`src/rtl/mul_sequencer_if.sv`:
```
// mul_sequencer_if
// Groups the request/response handshake of the sequencer and the command
// and data lines that go to and come from the downstream Multiplier.
//
//   slave  : the sequencer side (accepts requests, drives the Multiplier)
//   master : the environment side (requester plus the attached Multiplier)
//
// Signals
//   req_valid / req_ready : request handshake, accepted when both are high
//   funct                 : request code (MULTU, MFHI, MFLO)
//   srcA / srcB           : MULTU operands
//   mul_dataA / mul_dataB : operands held for the Multiplier
//   mul_Signal            : Multiplier command (idle, MULTU, OUT)
//   mul_dataOut           : 64-bit product from the Multiplier
//   rd_data / rd_valid    : HI/LO read result and its one-cycle qualifier
//   busy                  : an operation is in progress
//   err                   : one-cycle pulse on an accepted unknown funct
interface mul_sequencer_if;
    logic        req_valid;
    logic        req_ready;
    logic [5:0]  funct;
    logic [31:0] srcA;
    logic [31:0] srcB;
    logic [31:0] mul_dataA;
    logic [31:0] mul_dataB;
    logic [5:0]  mul_Signal;
    logic [63:0] mul_dataOut;
    logic [31:0] rd_data;
    logic        rd_valid;
    logic        busy;
    logic        err;

    modport slave (
        input  req_valid, funct, srcA, srcB, mul_dataOut,
        output req_ready, mul_dataA, mul_dataB, mul_Signal,
               rd_data, rd_valid, busy, err
    );

    modport master (
        output req_valid, funct, srcA, srcB, mul_dataOut,
        input  req_ready, mul_dataA, mul_dataB, mul_Signal,
               rd_data, rd_valid, busy, err
    );
endinterface

```
`src/rtl/mul_sequencer.sv`:
```
// mul_sequencer
// Sequences an external iterative Multiplier for MULTU requests and serves
// MFHI/MFLO reads of the HI/LO product registers.
//
// A MULTU latches its operands, holds the MULTU command for MUL_CYCLES
// cycles, issues OUT for one cycle, then captures the 64-bit product into
// HI/LO during a final CAPTURE cycle. Reads complete in IDLE with a one
// cycle registered response, so they can be issued back to back.
//
// Ports
//   clk   : clock, all state changes on the rising edge
//   reset : asynchronous active-high reset
//   bus   : mul_sequencer_if.slave (request handshake, read port, Multiplier)
module mul_sequencer #(
    parameter int MUL_CYCLES = 32
) (
    input  logic            clk,
    input  logic            reset,
    mul_sequencer_if.slave  bus
);

    localparam logic [5:0] FUNCT_MULTU = 6'b011001;
    localparam logic [5:0] FUNCT_MFHI  = 6'b010000;
    localparam logic [5:0] FUNCT_MFLO  = 6'b010010;

    localparam logic [5:0] CMD_IDLE  = 6'b000000;
    localparam logic [5:0] CMD_MULTU = 6'b011001;
    localparam logic [5:0] CMD_OUT   = 6'b111111;

    // Counter only needs to hold MUL_CYCLES-1.
    localparam int CNT_W = (MUL_CYCLES > 1) ? $clog2(MUL_CYCLES) : 1;
    localparam logic [CNT_W-1:0] CNT_LOAD = CNT_W'(MUL_CYCLES - 1);

    typedef enum logic [1:0] {
        IDLE    = 2'd0,
        MUL     = 2'd1,
        OUT     = 2'd2,
        CAPTURE = 2'd3
    } state_t;

    state_t            state_reg;
    state_t            state_next;
    logic [CNT_W-1:0]  count_reg;
    logic [CNT_W-1:0]  count_next;

    logic [31:0] hi_reg;
    logic [31:0] lo_reg;
    logic [31:0] mul_a_reg;
    logic [31:0] mul_b_reg;
    logic [31:0] rd_data_reg;
    logic        rd_valid_reg;
    logic        err_reg;

    logic        ready;
    logic        accept;
    logic [5:0]  mul_cmd;

    assign ready  = (state_reg == IDLE);
    assign accept = bus.req_valid && ready;

    // State register and cycle counter
    always_ff @(posedge clk or posedge reset) begin
        if (reset) begin
            state_reg <= IDLE;
            count_reg <= '0;
        end else begin
            state_reg <= state_next;
            count_reg <= count_next;
        end
    end

    // Next-state logic and Multiplier command decode
    always_comb begin
        state_next = state_reg;
        count_next = count_reg;
        mul_cmd    = CMD_IDLE;
        case (state_reg)
            IDLE: begin
                if (accept && (bus.funct == FUNCT_MULTU)) begin
                    state_next = MUL;
                    count_next = CNT_LOAD;
                end
            end
            MUL: begin
                mul_cmd = CMD_MULTU;
                // Counter reaching zero marks the last of MUL_CYCLES cycles.
                if (count_reg == '0) begin
                    state_next = OUT;
                end else begin
                    count_next = count_reg - 1'b1;
                end
            end
            OUT: begin
                mul_cmd    = CMD_OUT;
                state_next = CAPTURE;
            end
            CAPTURE: begin
                state_next = IDLE;
            end
            default: begin
                state_next = IDLE;
            end
        endcase
    end

    // Datapath: operand latches, HI/LO, and the registered read/err outputs.
    // Requests are only accepted in IDLE, so a request can never collide
    // with the HI/LO write in CAPTURE.
    always_ff @(posedge clk or posedge reset) begin
        if (reset) begin
            hi_reg       <= '0;
            lo_reg       <= '0;
            mul_a_reg    <= '0;
            mul_b_reg    <= '0;
            rd_data_reg  <= '0;
            rd_valid_reg <= 1'b0;
            err_reg      <= 1'b0;
        end else begin
            rd_valid_reg <= 1'b0;
            err_reg      <= 1'b0;
            if (accept) begin
                case (bus.funct)
                    FUNCT_MULTU: begin
                        mul_a_reg <= bus.srcA;
                        mul_b_reg <= bus.srcB;
                    end
                    FUNCT_MFHI: begin
                        rd_data_reg  <= hi_reg;
                        rd_valid_reg <= 1'b1;
                    end
                    FUNCT_MFLO: begin
                        rd_data_reg  <= lo_reg;
                        rd_valid_reg <= 1'b1;
                    end
                    default: begin
                        err_reg <= 1'b1;
                    end
                endcase
            end
            if (state_reg == CAPTURE) begin
                hi_reg <= bus.mul_dataOut[63:32];
                lo_reg <= bus.mul_dataOut[31:0];
            end
        end
    end

    assign bus.req_ready  = ready;
    assign bus.busy       = ~ready;
    assign bus.mul_Signal = mul_cmd;
    assign bus.mul_dataA  = mul_a_reg;
    assign bus.mul_dataB  = mul_b_reg;
    assign bus.rd_data    = rd_data_reg;
    assign bus.rd_valid   = rd_valid_reg;
    assign bus.err        = err_reg;

endmodule
```
`src/flat_wrapper.sv`:
```
// flat-port wrapper written by rule: the top's interface ports become plain ports
module mul_sequencer_flat 
#(
    parameter int MUL_CYCLES = 32
)
  (clk, reset, bus_req_valid, bus_funct, bus_srcA, bus_srcB, bus_mul_dataOut, bus_req_ready, bus_mul_dataA, bus_mul_dataB, bus_mul_Signal, bus_rd_data, bus_rd_valid, bus_busy, bus_err);
  mul_sequencer_if bus_i ();
  input  logic clk;
  input  logic reset;
  input wire logic [$bits(bus_i.req_valid)-1:0] bus_req_valid;
  input wire logic [$bits(bus_i.funct)-1:0] bus_funct;
  input wire logic [$bits(bus_i.srcA)-1:0] bus_srcA;
  input wire logic [$bits(bus_i.srcB)-1:0] bus_srcB;
  input wire logic [$bits(bus_i.mul_dataOut)-1:0] bus_mul_dataOut;
  output wire logic [$bits(bus_i.req_ready)-1:0] bus_req_ready;
  output wire logic [$bits(bus_i.mul_dataA)-1:0] bus_mul_dataA;
  output wire logic [$bits(bus_i.mul_dataB)-1:0] bus_mul_dataB;
  output wire logic [$bits(bus_i.mul_Signal)-1:0] bus_mul_Signal;
  output wire logic [$bits(bus_i.rd_data)-1:0] bus_rd_data;
  output wire logic [$bits(bus_i.rd_valid)-1:0] bus_rd_valid;
  output wire logic [$bits(bus_i.busy)-1:0] bus_busy;
  output wire logic [$bits(bus_i.err)-1:0] bus_err;
  assign bus_i.req_valid = bus_req_valid;
  assign bus_i.funct = bus_funct;
  assign bus_i.srcA = bus_srcA;
  assign bus_i.srcB = bus_srcB;
  assign bus_i.mul_dataOut = bus_mul_dataOut;
  assign bus_req_ready = bus_i.req_ready;
  assign bus_mul_dataA = bus_i.mul_dataA;
  assign bus_mul_dataB = bus_i.mul_dataB;
  assign bus_mul_Signal = bus_i.mul_Signal;
  assign bus_rd_data = bus_i.rd_data;
  assign bus_rd_valid = bus_i.rd_valid;
  assign bus_busy = bus_i.busy;
  assign bus_err = bus_i.err;
  mul_sequencer #(.MUL_CYCLES(MUL_CYCLES)) u_core (.clk(clk), .reset(reset), .bus(bus_i));
endmodule
```
`config.mk`:
```
export PLATFORM = sky130hd
export DESIGN_NAME = mul_sequencer_flat
export DESIGN_NICKNAME = d
export VERILOG_FILES = /design/src/rtl/mul_sequencer_if.sv /design/src/rtl/mul_sequencer.sv /design/src/flat_wrapper.sv
export SDC_FILE = /design/constraint.sdc
export NUM_CORES = 1
export LEC_CHECK = 0
export ABC_AREA = 1
export CAP_MARGIN = 20
export CORE_MARGIN = 1
export CORE_UTILIZATION = 35
export DETAILED_ROUTE_END_ITERATION = 7
export HOLD_SLACK_MARGIN = 0.1
export PLACE_DENSITY = 0.66
export SLEW_MARGIN = 0
export SYNTH_ARGS = -nofsm -noshare
export SYNTH_HDL_FRONTEND = slang
export SYNTH_SLANG_ARGS = --single-unit
```
`constraint.sdc`:
```
create_clock -name clk -period 6.8 [get_ports clk]
set_input_delay 0.68 -clock clk [delete_from_list [all_inputs] [get_ports clk]]
set_output_delay 0.68 -clock clk [all_outputs]
set_load 0.005 [all_outputs]
```
After elaboration in Yosys (flattened, before gate mapping)
Cells that the tools add are included.
{"block": "totals", "ff_bits": 169, "inputBits": 137, "output_inout_bits": 106}
{"block": "classes", "n_eq_ne": 9, "add_sub_neg": 1, "n_reduce_logical": 12, "mux": 12, "n_bitwise": 1}
{"op": "32-bit case mux with 2 select lines", "count": 1}
{"op": "6-bit by 5-bit == test with 1-bit output, second input constant", "count": 3}
{"op": "6-bit case mux with 2 select lines", "count": 1}
{"op": "5-bit 2-to-1 mux", "count": 2}
{"op": "5-bit case mux with 2 select lines", "count": 1}
{"op": "2-bit case mux with 4 select lines", "count": 1}
{"op": "2-bit AND reduction", "count": 3}
{"op": "5-bit logical NOT", "count": 1}
{"op": "5-bit by 1-bit subtractor with 5-bit output, second input constant", "count": 1}
{"op": "2-bit == test, second input constant", "count": 2}
{"op": "1-bit 2-to-1 mux", "count": 4}
{"op": "2-bit 2-to-1 mux", "count": 2}
{"op": "2-bit inequality test, second input constant", "count": 2}
{"op": "2-bit nonzero test", "count": 2}
{"op": "3-bit AND reduction", "count": 1}
{"op": "3-bit OR reduction", "count": 1}
{"op": "2-bit by 1-bit == test with 1-bit output, second input constant", "count": 1}
{"op": "1-bit logical AND", "count": 2}
{"op": "2-bit logical NOT", "count": 1}
{"op": "2-bit by 1-bit inequality test with 1-bit output, second input constant", "count": 1}
{"op": "2-bit OR reduction", "count": 1}
{"op": "1-bit inverter", "count": 1}

Longest topological paths before layout
Gate-level depths: netlist of the first run.
{"block": "logic_depth", "depth_word": 5, "ltp_mapped": 9}

Worst setup path after synthesis of the first run
OpenSTA, ideal clock, no wires.
{"block": "synth_timing", "path_kind": "register to output", "start": "register u_core.state_reg[0]", "end": "output bus_mul_Signal[0]", "required_time_ns": 6.120, "path_stages_with_launch": 4, "arrival_ns": 0.909, "slack_ns": 5.211, "path_buffers": 1, "cell_sequence": "dfrtp_1 > inv_1 > ha_1 > buf_4"}
{"block": "synth_between", "elab_chain_len": 2}
{"element": "start, declared", "line": "mul_sequencer.sv:41", "text": "state_t state_reg;"}
{"element": "start signal, assigned", "line": "mul_sequencer.sv:67", "text": "state_reg <= state_next;"}
{"element": "2-bit == test or 2-bit by 1-bit == test with 1-bit output (tied branches)", "line": "mul_sequencer.sv:77", "text": "case (state_reg)"}
{"element": "6-bit case mux with 2 select lines *", "line": "mul_sequencer.sv:77"}
{"element": "end, declared", "line": "flat_wrapper.sv:18", "text": "output wire logic [$bits(bus_i.mul_Signal)-1:0] bus_mul_Signal;"}
Mark *: on every way between the ends. The rest lies on a longest branch, timed or not.

Final worst setup path of the first run
{"block": "layout_timing", "start": "input bus_funct[1]", "end": "register u_core.mul_b_reg[4] (netlist: u_core.bus.mul_dataB[4])"}
{"block": "layout_between", "elab_chain_len": 2}
{"element": "start, declared", "line": "flat_wrapper.sv:11", "text": "input wire logic [$bits(bus_i.funct)-1:0] bus_funct;"}
{"element": "6-bit by 5-bit == test with 1-bit output", "line": "mul_sequencer.sv:122", "text": "case (bus.funct)"}
{"element": "2-bit AND reduction (no line)"}
{"element": "end signal, assigned", "line": "mul_sequencer.sv:125", "text": "mul_b_reg <= bus.srcB;"}
{"element": "end, declared", "line": "mul_sequencer.sv:49", "text": "logic [31:0] mul_b_reg;"}
No other way between the ends.
A chain may end at the register's enable or synchronous reset.

==> results of run 1 <==
[per-layer routing]
layer | part of all wire | global-route usage
met5 | 0 | 0
met4 | 0.025 | 0.06443
met3 | 0.041 | 0.03704
met2 | 0.49 | 0.2856
met1 | 0.45 | 0.2228
[worst max path at each step]
stage                     depth (start not counted)  slack [ns]                        to
after floorplan                                   1        1.54            u_core.bus.err
after global placement                            7        3.40   u_core.bus.mul_dataB[7]
after detailed placement                          7        3.39  u_core.bus.mul_dataA[31]
after CTS                                         7        3.80   u_core.bus.mul_dataB[4]
after global routing                              7        3.60  u_core.bus.mul_dataA[31]
final                                             7        3.80   u_core.bus.mul_dataB[4]
[logic make-up (layout without fill, tap and decap cells)]
logic type | count (synthesis) | after routing | share of synthesized area
flops | 169 | 169 | 0.5711
buf+inv | 186 | 421 | 0.1164
fa+ha+maj | 6 | 6 | 0.01014
simple gates | 342 | 342 | 0.1872
other cells | 0 | 1 | 0
compound gates | 129 | 129 | 0.1151
[layout make-up]
class	instances	area share
Sequential cell	169	0.4025
Clock inverter	12	0.01072
Multi-Input combinational cell	477	0.2221
Clock buffer	20	0.04442
Timing Repair Buffer	249	0.2374
Tap cell	270	0.03215
Inverter	140	0.05049
Antenna cell	1	0.0002382
[where the power goes]
part           switching (uW)  leakage [uW]  internal [uW]
Combinational             582       0.00270            606
Clock                     408      0.000284            538
Sequential                139       0.00220           1350
Total                    1130       0.00518           2490
[cell usage in the layout, fill, tap and decap left out, types with 6 or more instances in the layout]
| cell type | count |
|---|---|
| inv_1 | 137 |
| o21ai_0 | 64 |
| clkbuf_16 | 17 |
| o21ai_2 | 55 |
| dfrtp_1 | 169 |
| clkdlybuf4s50_1 | 242 |
| buf_4 | 6 |
| nand3_1 | 43 |
| nand2_1 | 284 |
| o21ai_1 | 9 |
[worst max-delay path, stage by stage]
cell and delay (ns):
clkdlybuf4s50_1 0.45, buf_4 0.39, nor2_4 0.09, nand3_4 0.70, buf_4 0.69, nand2_1 0.13
o21ai_1 0.11
[metrics by stage]
step                      area (sq um)  setup WS (ns)
after floorplan                   7405          1.545
after CTS                        10480          3.803
final                            10510          3.800
after global placement            9898          3.404
after detailed placement          9898          3.391
after global routing             10510          3.601
[Yosys cell counts, drive strengths merged]
library cell and instances:
a21oi 1, buf 33, clkbuf 13, dfrtp 169
ha 6, inv 140, nand2 286, nand3 44
nand3b 2, nand4 1, nor2 6, o21ai 128
or2 3
==> summary.txt, run 1 <==
Synth
  – Seq cells post-synth: between 150 and 200
  – Yosys top cell by area: dfrtp_1
  – Syn Area/Cell: between 8 and 9 sq um
  – Synth unique cells: 22
  – Cells after synthesis: 832
  – Syn. warnings: 0
  – Post-synthesis sequential area ratio: 0.5711
  – Mapped Nets: ~980
  – Area contributors post-synth: dfrtp_1, nand2_1, inv_1
  – Post-synth top area share: 0.5711
  – Post-Syn Area: ~7400 sq um

Placement
  – Post-DP HPWL: roughly 12,000 um
  – Final GP Congestion: ~0.75
  – DP Cell Count: roughly 1.3k
  – Port bufs: roughly 240

Worst setup path
  – CP Capture Type: flop
  – R2R Setup Slk: about 4 ns
  – Crit-path max FO: 74
  – Crit path DAT: 3.33 ns
  – RR Startpoint: u_core.state_reg[0]
  – R2r endpoint: u_core.bus.mul_dataB[4]
  – Startpoint types: primary input
  – Critical Path Source: bus_funct[1]
  – R2R depth: 8
  – Worst setup path class: in2reg
  – Worst EP required: 7.13 ns

STA
  – Max Slew Vio Count: 0
  – Fin Hold WS: slightly below 0.5 ns
  – Final hold viol count: 0
  – Worst-Margin Slew: 0.9918 ns
  – RSZ-0062 raised after global routing: no
  – Max Clk Rate: 0.3334 GHz
  – Setup TNS: 0 ns
  – Worst slew margin: 0.3388
  – Worst Skew: 0.008652 ns
  – Final Cycle Share: 0.4411
  – Final setup viols: 0
  – Post-route minimum period: approximately 3.0 ns

Cells and area
  – Nets: approximately 1.2k
  – Filler instances: 1,922
  – Multi-input logic area: around 2300 sq um
  – Register area: 4229 sq um
  – Area Growth Syn to Fin: 41.91%
  – Finished Layout Cells: roughly 1.3k
  – Utilization after layout: 0.5127
  – Share of cells above drive strength 1: 0.1012

Pwr
  – Leak: 0.005182 uW
  – Power density over the cells: roughly 340 nW/um^2
  – Total power: 3618 uW
  – Maximum VDD drop: just over 0.3 mV

CTS
  – Postcts setup bufs: 0
  – Skew-Pair Late Insertion Delay: 0.41 ns
  – Clk buf depth: 2
  – H-tree depth: 4
  – TritonCTS clock tree: done
  – Post-cts resize count: 0
  – CTS clock-pin slew for the worst setup and hold paths: 0.06 ns
  – Number of CTS-inserted buffers: 17
  – Clk sinks: 169
  – Hold Buf Count CTS: 0
  – Root cell of the clock tree: clkbuf_16

Floorplan
  – Core area: roughly 20,000 sq um
  – DIE AREA: about 22,000 sq um
  – Ports: around 240
  – Num rows: 52
  – Die height: between 100 and 150 um
  – Initial Util: 0.3613
  – Die width: 147.5 um

Route
  – DRT iter0 DRCs: ~290
  – Wire length per cell: between 10 and 15 um
  – First-pass DRT Iterations: 4
  – Drt drc: 0
  – Routed wire length: ~18,000 um
  – Avg Vias per Cell: 4.329
  – Antenna-violating nets left: 0
  – Vias: around 5.8k

Job
  – Max-Cap Viols: 0

Global routing
  – Initial antenna violation count: 1
  – First-pass GRT wire length: 28,980 um
  – Total track usage: 0.1729
  – Largest net degree at the start of global routing: 129
  – Total grt overflow: 0
  – Vias in the first global route: between 5k and 6k

Hold path
  – Hold EP: u_core.bus.rd_data[14]
  – Hold Crit Depth: 2
  – HP Start: u_core.bus.rd_data[14]
  – Hold Crit Class: reg2reg

Status
  – Status: completed
Power figures use the tool's default switching activity.
==> run 2: changes to the inputs <==
Settings changed: PLACE_DENSITY 0.66 to 0.68.
Clock period 6.8 ns to 2.65 ns, I/O delays scaled along.
==> run 2 against run 1 <==
Against the previous run: sequential cell count unchanged; non-clock buffer count up 2; routed wire length down 0.31%; count of clock-buffer cells in the layout down 2.
==> summary.txt, run 2 (synthesized netlist as in run 1, its figures left out) <==
Status
  – Status: completed

Placement
  – Final GP Congestion: between 0.7 and 0.8
  – Port bufs: between 200 and 250
  – DP Cell Count: approximately 1.3k
  – Post-DP HPWL: between 10,000 and 15,000 um
  – Area post-placement: between 9000 and 10,000 sq um

STA
  – Max Slew Vio Count: 0
  – Final Cycle Share: 0.7932
  – Worst slew margin: 0.5886
  – Post-route minimum period: around 2.1 ns
  – Worst Skew: about 0.009 ns
  – Setup TNS: 0 ns
  – Worst-Margin Slew: approximately 0.62 ns
  – RSZ-0062 raised after global routing: no
  – Final setup viols: 0
  – Final hold viol count: 0
  – Max Clk Rate: 0.4757 GHz

Global routing
  – Initial antenna violation count: 1
  – First-pass GRT wire length: around 30,000 um
  – Total grt overflow: 0
  – Vias in the first global route: around 5.7k
  – Total track usage: 0.1737
  – Largest net degree at the start of global routing: roughly 110

Route
  – Avg Vias per Cell: roughly 4.3
  – Vias: approximately 5.7k
  – Drt drc: 0
  – Wire length per cell: 13.55 um
  – First-pass DRT Iterations: 5
  – Routed wire length: ~18,000 um
  – DRT iter0 DRCs: about 230
  – Antenna-violating nets left: 0

Worst setup path
  – Crit path top cell by count: inv_1
  – Crit-path max FO: 4
  – CP Capture Type: primary output
  – Startpoint types: flop
  – Worst setup path class: reg2out
  – Critical-path cell list: inv_1, ha_1, inv_1, clkdlybuf4s50_1
  – Worst EP required: between 2 and 2.5 ns
  – Slowest-stage cell, CP: clkdlybuf4s50_1
  – Largest stage delay, worst path: ~0.50 ns
  – Crit path DAT: 1.84 ns

Pwr
  – Leak: around 0.0052 uW
  – Maximum VDD drop: approximately 0.7 mV
  – Power density over the cells: ~880 nW/um^2
  – Total power: between 9000 and 10,000 uW

Floorplan
  – Num rows: 52
  – Die height: approximately 150 um
  – DIE AREA: around 22,000 sq um
  – Die width: 147.5 um
  – Ports: 243
  – Core area: slightly above 20,000 sq um
  – Initial Util: 0.3613

Cells and area
  – Area Growth Syn to Fin: 42.63%
  – Register area: about 4200 sq um
  – Commonest cells after routing, fill and taps aside: nand2_1, clkdlybuf4s50_1, dfrtp_1
  – Most common cell after layout, fill and taps aside: nand2_1
  – Fin area: around 11,000 sq um
  – Nets: roughly 1.2k
  – Filler instances: about 1.9k
  – Utilization after layout: 0.5153
  – Share of cells above drive strength 1: 0.1029
  – Multi-input logic area: around 2300 sq um
  – Finished Layout Cells: 1,340

CTS
  – Number of CTS-inserted buffers: 17
  – Hold Buf Count CTS: 0
  – Post-cts resize count: 0
  – Clk buf depth: 2
  – Root cell of the clock tree: clkbuf_16
  – Postcts setup bufs: 0
  – H-tree depth: 4
  – Skew-Pair Late Insertion Delay: around 0.42 ns
  – CTS clock-pin slew for the worst setup and hold paths: about 0.07 ns
  – TritonCTS clock tree: done
  – Clk sinks: 169

Job
  – Max-Cap Viols: 0

Hold path
  – Hold Crit Class: in2async
==> run 2: changes by cell type in the layout (fill, tap and decap cells not counted) <==
cell / previous run / this run
buf_12: 0 / 5
buf_16: 1 / 0
buf_4: 6 / 4
clkbuf_8: 3 / 1
clkinv_2: 3 / 2
clkinv_4: 2 / 3
clkinvlp_4: 2 / 4
inv_6: 5 / 3
inv_8: 0 / 2
==> run 2: final timing paths <==
check	startpoint	end	slack (ns)	cells after the start
max	u_core.state_reg[0]	bus_busy	0.55	4
min	reset	u_core.bus.mul_dataB[18]	0.33	3
max reg2reg	u_core.state_reg[0]	u_core.count_reg[1]	0.67	9
min reg2reg	u_core.bus.rd_data[18]	u_core.bus.rd_data[18]	0.48	2
max in group asynchronous	reset	u_core.bus.rd_data[22]	1.77	3
min in group clk	bus_srcA[1]	u_core.bus.mul_dataA[1]	0.38	3
==> run 2: through the flow <==
step / hold slack [ns] / setup slack, ns
floorplan: 0.3818 / 0.2303
finish: 0.3306 / 0.5479
CTS: 0.3394 / 0.5285
detailed placement: 0.4654 / 0.5867
global placement: 0.4628 / 0.5848
global route: 0.3698 / 0.4142
==> run 2: power by group <==
group          total (uW)  internal, uW  switching (uW)
Sequential           3820          3450             371
Clock                2420          1340            1080
Combinational        3050          1560            1480
Total                9290          6360            2930
==> run 2: final cells by class <==
type,instances,area share
timing repair buffer,251,0.2417
sequential,169,0.4004
clock buffer,18,0.04158
antenna,1,0.0002369
multi-input combinational,477,0.2209
inverter,140,0.05011
clock inverter,14,0.01303
tap,270,0.03199
==> run 2: worst max-delay path: cells and delay by family (launching register included) <==
kind / cells / cell delay, ns
flip-flops: 1 / 0.45
adder cells (fa/ha/maj): 1 / 0.27
buffers and inverters: 3 / 0.70
==> run 2: routing by layer <==
metal / wire, um / GRT usage / vias to the layer above / part of all wire
li1: - / - / 2969 / -
met3: 550 / 0.02778 / 20 / 0.030
met1: 8329 / 0.2330 / 2637 / 0.46
met4: 325 / 0.06443 / 0 / 0.018
met2: 8946 / 0.2835 / 115 / 0.49
met5: 0 / 0 / - / 0
